**config.mk**
```make
export PLATFORM = sky130hd
export DESIGN_NAME = border_intrusion_ctrl_n
export DESIGN_NICKNAME = d
export VERILOG_FILES = /design/src/rtl/border_intrusion_pkg.sv /design/src/rtl/border_intrusion_ctrl_n_zone_conditioner.sv /design/src/rtl/border_intrusion_ctrl_n.sv
export SDC_FILE = /design/constraint.sdc
export NUM_CORES = 1
export LEC_CHECK = 0
export CAP_MARGIN = 10
export CORE_ASPECT_RATIO = 1.25
export CORE_MARGIN = 3
export CORE_UTILIZATION = 45
export DETAILED_ROUTE_END_ITERATION = 6
export GPL_TIMING_DRIVEN = 0
export PLACE_DENSITY = 0.72
export SETUP_SLACK_MARGIN = 0.05
export SYNTH_ARGS = -nofsm -noshare
export SYNTH_HDL_FRONTEND = slang
export SYNTH_SLANG_ARGS = --single-unit
```
**constraint.sdc**
```tcl
create_clock -name clk -period 4.9 [get_ports clk]
set_input_delay 0.49 -clock clk [delete_from_list [all_inputs] [get_ports clk]]
set_output_delay 0.49 -clock clk [all_outputs]
set_load 0.005 [all_outputs]
```
**src/rtl/border_intrusion_pkg.sv**
```systemverilog
// Shared types for the N-zone intrusion controller: FSM state encoding and width helpers.
// Latency: n/a (types only).  Backpressure: n/a.
package border_intrusion_pkg;

    typedef enum logic [2:0] {
        ST_DISARMED   = 3'd0,
        ST_SAFE       = 3'd1,
        ST_ALERT      = 3'd2,
        ST_HIGH_ALERT = 3'd3,
        ST_TAMPER     = 3'd4
    } state_t;

    // Bits needed to hold a population count of n zones (0..n inclusive).
    function automatic int count_width(input int n);
        return $clog2(n + 1);
    endfunction

endpackage

```
**src/rtl/border_intrusion_ctrl_n_zone_conditioner.sv**
```systemverilog
// Per-zone debounce filter plus stuck-sensor (tamper) timer.
// Latency: filtered follows raw after DEBOUNCE_CYC stable edges; tamper after TAMPER_CYC qualified edges.
// Backpressure: none, free-running per cycle.
module zone_conditioner #(
    parameter int DEBOUNCE_CYC = 4,
    parameter int TAMPER_CYC   = 16
) (
    input  logic clk,
    input  logic rst,
    input  logic raw,
    input  logic enable,
    output logic filtered,
    output logic tamper
);

    localparam int DW = $clog2(DEBOUNCE_CYC + 1);
    localparam int TW = $clog2(TAMPER_CYC + 1);

    logic [DW-1:0] db_cnt;
    logic [TW-1:0] tmp_cnt;

    always_ff @(posedge clk or posedge rst) begin
        if (rst) begin
            filtered <= 1'b0;
            db_cnt   <= '0;
            tmp_cnt  <= '0;
        end else begin
            if (raw == filtered) begin
                db_cnt <= '0;
            end else if (db_cnt == DW'(DEBOUNCE_CYC - 1)) begin
                filtered <= raw;
                db_cnt   <= '0;
            end else begin
                db_cnt <= db_cnt + 1'b1;
            end

            // Ages only while the zone is qualified; saturates so the flag stays up.
            if (!(filtered && enable)) begin
                tmp_cnt <= '0;
            end else if (tmp_cnt != TW'(TAMPER_CYC)) begin
                tmp_cnt <= tmp_cnt + 1'b1;
            end
        end
    end

    assign tamper = (tmp_cnt == TW'(TAMPER_CYC));

endmodule

```
**src/rtl/border_intrusion_ctrl_n.sv**
```systemverilog
// N-zone intrusion controller: debounced zones, popcount escalation, alert hold-off, latched tamper.
// Latency: raw zone edge to LED change is DEBOUNCE_CYC+1 edges; disarm shows on the first edge.
// Backpressure: none; all outputs registered or decoded from the state register.
module border_intrusion_ctrl_n
    import border_intrusion_pkg::*;
#(
    parameter int N_ZONES      = 8,
    parameter int DEBOUNCE_CYC = 4,
    parameter int TAMPER_CYC   = 16,
    parameter int HIGH_THRESH  = 2,
    parameter int HOLD_CYC     = 8
) (
    input  logic                                clk,
    input  logic                                rst,
    input  logic                                arm,
    input  logic [N_ZONES-1:0]                  zone,
    input  logic [N_ZONES-1:0]                  zone_mask,
    input  logic                                ack,
    output logic                                safe_led,
    output logic                                alert_led,
    output logic                                high_alert_led,
    output logic                                tamper_led,
    output logic [N_ZONES-1:0]                  zone_led,
    output logic [count_width(N_ZONES)-1:0]     active_count,
    output logic [2:0]                          state_o,
    output logic                                event_pulse
);

    localparam int CW = count_width(N_ZONES);
    localparam int HW = $clog2(HOLD_CYC + 1);

    logic [N_ZONES-1:0] filtered;
    logic [N_ZONES-1:0] tamper_flag;
    logic [N_ZONES-1:0] zone_en;
    logic [N_ZONES-1:0] qualified;
    logic [CW-1:0]      count;

    state_t        state, next_state;
    logic [HW-1:0] hold_cnt, hold_cnt_nxt;
    logic          hold_active, hold_active_nxt;

    assign zone_en   = zone_mask & {N_ZONES{arm}};
    assign qualified = filtered & zone_en;

    for (genvar g = 0; g < N_ZONES; g++) begin : g_zone
        zone_conditioner #(
            .DEBOUNCE_CYC (DEBOUNCE_CYC),
            .TAMPER_CYC   (TAMPER_CYC)
        ) u_cond (
            .clk      (clk),
            .rst      (rst),
            .raw      (zone[g]),
            .enable   (zone_en[g]),
            .filtered (filtered[g]),
            .tamper   (tamper_flag[g])
        );
    end

    always_comb begin
        count = '0;
        for (int i = 0; i < N_ZONES; i++) begin
            count = count + CW'(qualified[i]);
        end
    end

    always_comb begin
        next_state      = state;
        hold_active_nxt = 1'b0;
        hold_cnt_nxt    = hold_cnt;
        if (!arm) begin
            next_state = ST_DISARMED;
        end else if (|tamper_flag) begin
            next_state = ST_TAMPER;
        end else begin
            case (state)
                ST_DISARMED: next_state = ST_SAFE;
                ST_TAMPER: begin
                    if (ack && (count == '0)) next_state = ST_SAFE;
                end
                default: begin
                    if (count >= CW'(HIGH_THRESH)) begin
                        next_state = ST_HIGH_ALERT;
                    end else if (count != '0) begin
                        next_state = ST_ALERT;
                    end else if (state == ST_ALERT || state == ST_HIGH_ALERT) begin
                        // First clear cycle arms the hold; SAFE once HOLD_CYC clear cycles have elapsed.
                        if (!hold_active) begin
                            hold_active_nxt = 1'b1;
                            hold_cnt_nxt    = HW'(HOLD_CYC - 1);
                        end else if (hold_cnt <= HW'(1)) begin
                            next_state = ST_SAFE;
                        end else begin
                            hold_active_nxt = 1'b1;
                            hold_cnt_nxt    = hold_cnt - 1'b1;
                        end
                    end
                end
            endcase
        end
    end

    always_ff @(posedge clk or posedge rst) begin
        if (rst) begin
            state        <= ST_DISARMED;
            hold_cnt     <= '0;
            hold_active  <= 1'b0;
            active_count <= '0;
            event_pulse  <= 1'b0;
            zone_led     <= '0;
        end else begin
            state        <= next_state;
            hold_cnt     <= hold_cnt_nxt;
            hold_active  <= hold_active_nxt;
            active_count <= count;
            event_pulse  <= (next_state != state);
            // ack drops only bits not currently qualified; a simultaneous set wins.
            if (!arm) begin
                zone_led <= '0;
            end else begin
                zone_led <= (zone_led & ~({N_ZONES{ack}} & ~qualified)) | qualified;
            end
        end
    end

    assign state_o        = state;
    assign safe_led       = (state == ST_DISARMED) || (state == ST_SAFE);
    assign alert_led      = (state == ST_ALERT);
    assign high_alert_led = (state == ST_HIGH_ALERT);
    assign tamper_led     = (state == ST_TAMPER);

endmodule

```
==> run summary <==
Status: complete, no violations
Ys async rst share: 1.000
Filler cells: 842
Unrepaired setup endpoints after global routing: no
Clk slew on worst S/H paths: 0.06 ns
Place WS: -0.6688 ns
Synth cell types: 49
Final core utilization: 0.5595
Post-Syn Nets: 450
CP Capture Type: flop
Die width: 95.92 um
Clk buf depth: 2
Peak Freq: 218.3 MHz
Num CTS Buffers: 9
Routed len/inst: 13.88 um
Crit Path Max Fanout: 7
Critical path type: in2reg
Grt met2 use: 0.2688
Layout area overhead: 20.06%
Placed inst area: 5126 um2
Routed Antenna Nets: 0
Leak: 2.458 nW
Max Cap Viol: 0
Overflow left after global routing: 0
Worst-Margin Slew: 0.7406 ns
Power Dens Cells: 428.6 nW/um2
Final Net Count: 501
Vias/cell: 5.147
Max VDD drop: 0.0001905 V
Vias in the first global route: 3,087
Area of the core: 9759 um2
Post-route cell area: 5460 um2
Max_slew headroom: 0.4992
Final setup margin: 0.3182 ns
Crit start category: primary input
Clk sink count: 93
Postcts setup bufs: 0
Root Driver: clkbuf_16
Synth area leader: dfrtp_1
Vias: 2,980
Synth top cells by count: 93 x dfrtp_1, 37 x nor2_1, 32 x inv_1
CTS tree: built
Hold Path Class: reg2reg
XOR/XNOR share of the synthesized area: 0.07703
Total design power: 2.340 mW
Initial Utilization: 0.4660
Clk_lat worst skew: 0.34 ns
Reg area: 2327 um2
GR met3 Demand/Resource: 0.04201
Antenna cells: 0
Fin crit share: 0.9351
Routability cong.: 0.7544
Minimum clock period: 4.582 ns
Synth area leaders: dfrtp_1 51%, ha_1 8.0%, xnor2_1 4.6%, xor2_1 3.1%, nor2_1 3.1%
Buffers added on ports: 39
WP data required: 5.12 ns
Initial DRC count: 107
Total Wirelength: 8.038 mm
Drt first pass iters: 4
Fin. Hold Viols: 0
Cell with the most instances after synthesis: dfrtp_1
Setup violators final: 0
Die Y: 118.4 um
HPWL after DPL: 5.864 mm
Mux share of post-synthesis cell area: 0.04457
Slew Viols, Final: 0
Die Area: 11,360 um2
Gate Count Post-Synth: 397
Gr busiest metal: met2
Adder-cell share of the synthesized area: 0.09739
Multi-input logic area: 2113 um2
Largest family of logic cells by synthesized area: simple AND/OR/NAND/NOR gates
Share of the synthesized area in the top cell type: 0.5117
Worst path arrival time: 4.80 ns
Ports: 40
H-tree depth: 3
Share of layout cells above drive strength 1: 0.1082
DRC Markers: 0
Cell Area, Synth: 4548 um2
Synth Area in Simple Gates: 0.2058
Ys Warns: 0
GRT Total Usage: 0.1599
Seq cells post-synth: 93
Post-synth EDFFs: 0
Pin count of the biggest net entering global routing: 68
Avg Cell Area, Syn: 11.46 um2
Row cnt: 40
Global-route wire length before repair: 14.11 mm
Met1 Use GR: 0.1915
Most used DFF post-synth: dfrtp_1
Seq/Total Area, Yosys: 0.5117
Initial antenna violation count: 0
Clk_skew: 0.009840 ns
Synth Area in Compound Gates: 0.03219
==> metal layers <==
metal / vias to the layer above / routed length, um
li1: 1443 / -
met1: 1491 / 3432
met2: 35 / 4158
met3: 11 / 307
met4: 0 / 139
met5: - / 0
==> path summary, 6_finish.rpt <==
check	slack, ns	end	cells after the start	start
max	0.32	hold_cnt[1]	14	zone_mask[0]
min	0.44	g_zone[0].u_cond.db_cnt[0]	1	g_zone[0].u_cond.db_cnt[0]
max reg2reg	0.53	hold_cnt[1]	13	g_zone[0].u_cond.filtered
min reg2reg	0.44	g_zone[0].u_cond.db_cnt[0]	1	g_zone[0].u_cond.db_cnt[0]
max in group asynchronous	3.79	hold_active	3	rst
min in group asynchronous	0.48	zone_led[6]	2	rst
==> power breakdown <==
group          switching (mW)  internal [mW]
Combinational           0.300          0.331
Sequential              0.101          0.913
Clock                   0.286          0.408
Total                   0.688           1.65
==> cells by family (layout without fill, tap and decap cells) <==
group           Yosys count  after routing
simple gates            156            156
flops                    93             93
xor+xnor                 40             40
buf+inv                  36             92
fa+ha+maj                33             33
compound gates           20             20
mux                      19             19
==> sequential cells by signal (all words and copies together), names as in the netlist <==
signal                  count
active_count                4
g_zone.u_cond.tmp_cnt      40
g_zone.u_cond.filtered      8
hold_active                 1
hold_cnt                    4
g_zone.u_cond.db_cnt       24
state_o                     3
zone_led                    8
event_pulse                 1
==> critical path, cell delays in order <==
cell,delay (ns)
clkdlybuf4s50_1,0.52
nand3_4,0.14
fa_1,0.55
fa_1,0.56
inv_1,0.06
fa_1,0.53
ha_1,0.18
inv_1,0.06
fa_1,0.52
and4bb_2,0.24
a31o_2,0.12
and4_2,0.27
nor2b_4,0.22
mux2_1,0.34
==> cell type report <==
type | instances | area share
multi-input combinational | 268 | 0.3870
tap | 126 | 0.02887
buffer | 4 | 0.004812
clock inverter | 6 | 0.01123
clock buffer | 10 | 0.04377
sequential | 93 | 0.4262
timing repair buffer | 40 | 0.07562
inverter | 32 | 0.02246
==> stage by stage <==
step | hold slack, ns | TNS [ns] | instances
final | 0.4408 | 0 | 579
after global routing | 0.4569 | 0 | 579
after CTS | 0.4430 | 0 | 579
after detailed placement | 0.4323 | -3.914 | 563
after global placement | 0.4292 | -3.551 | 562
after floorplan | 0.4192 | 0 | 397
==> repair_timing <==
item | CTS | global route
resized for setup | 6 | 4
endpoints found under the setup margin | 8 | 3
hold buffers | 0 | 0
pin swaps | 0 | 0
==> cell usage in the layout (no fill, tap or decap), types with 3 or more instances in the layout <==
cell type | synthesis | final
dfrtp_1 | 93 | 93
clkdlybuf4s50_1 | 0 | 38
nor2_1 | 37 | 37
inv_1 | 32 | 31
ha_1 | 29 | 29
xnor2_1 | 24 | 24
nand3_1 | 24 | 21
nand2_1 | 19 | 19
nor3_1 | 17 | 17
xor2_1 | 16 | 16
nor2b_1 | 15 | 15
nor3b_1 | 13 | 13
mux2i_1 | 9 | 9
clkbuf_16 | 0 | 9
mux2_2 | 8 | 8
nor4bb_2 | 6 | 6
nand2b_1 | 4 | 4
o21ai_0 | 4 | 4
fa_1 | 4 | 4
a21oi_1 | 3 | 3
nand3b_1 | 3 | 3
clkinv_2 | 0 | 3
Note: power is estimated with default switching activity, not from simulation.
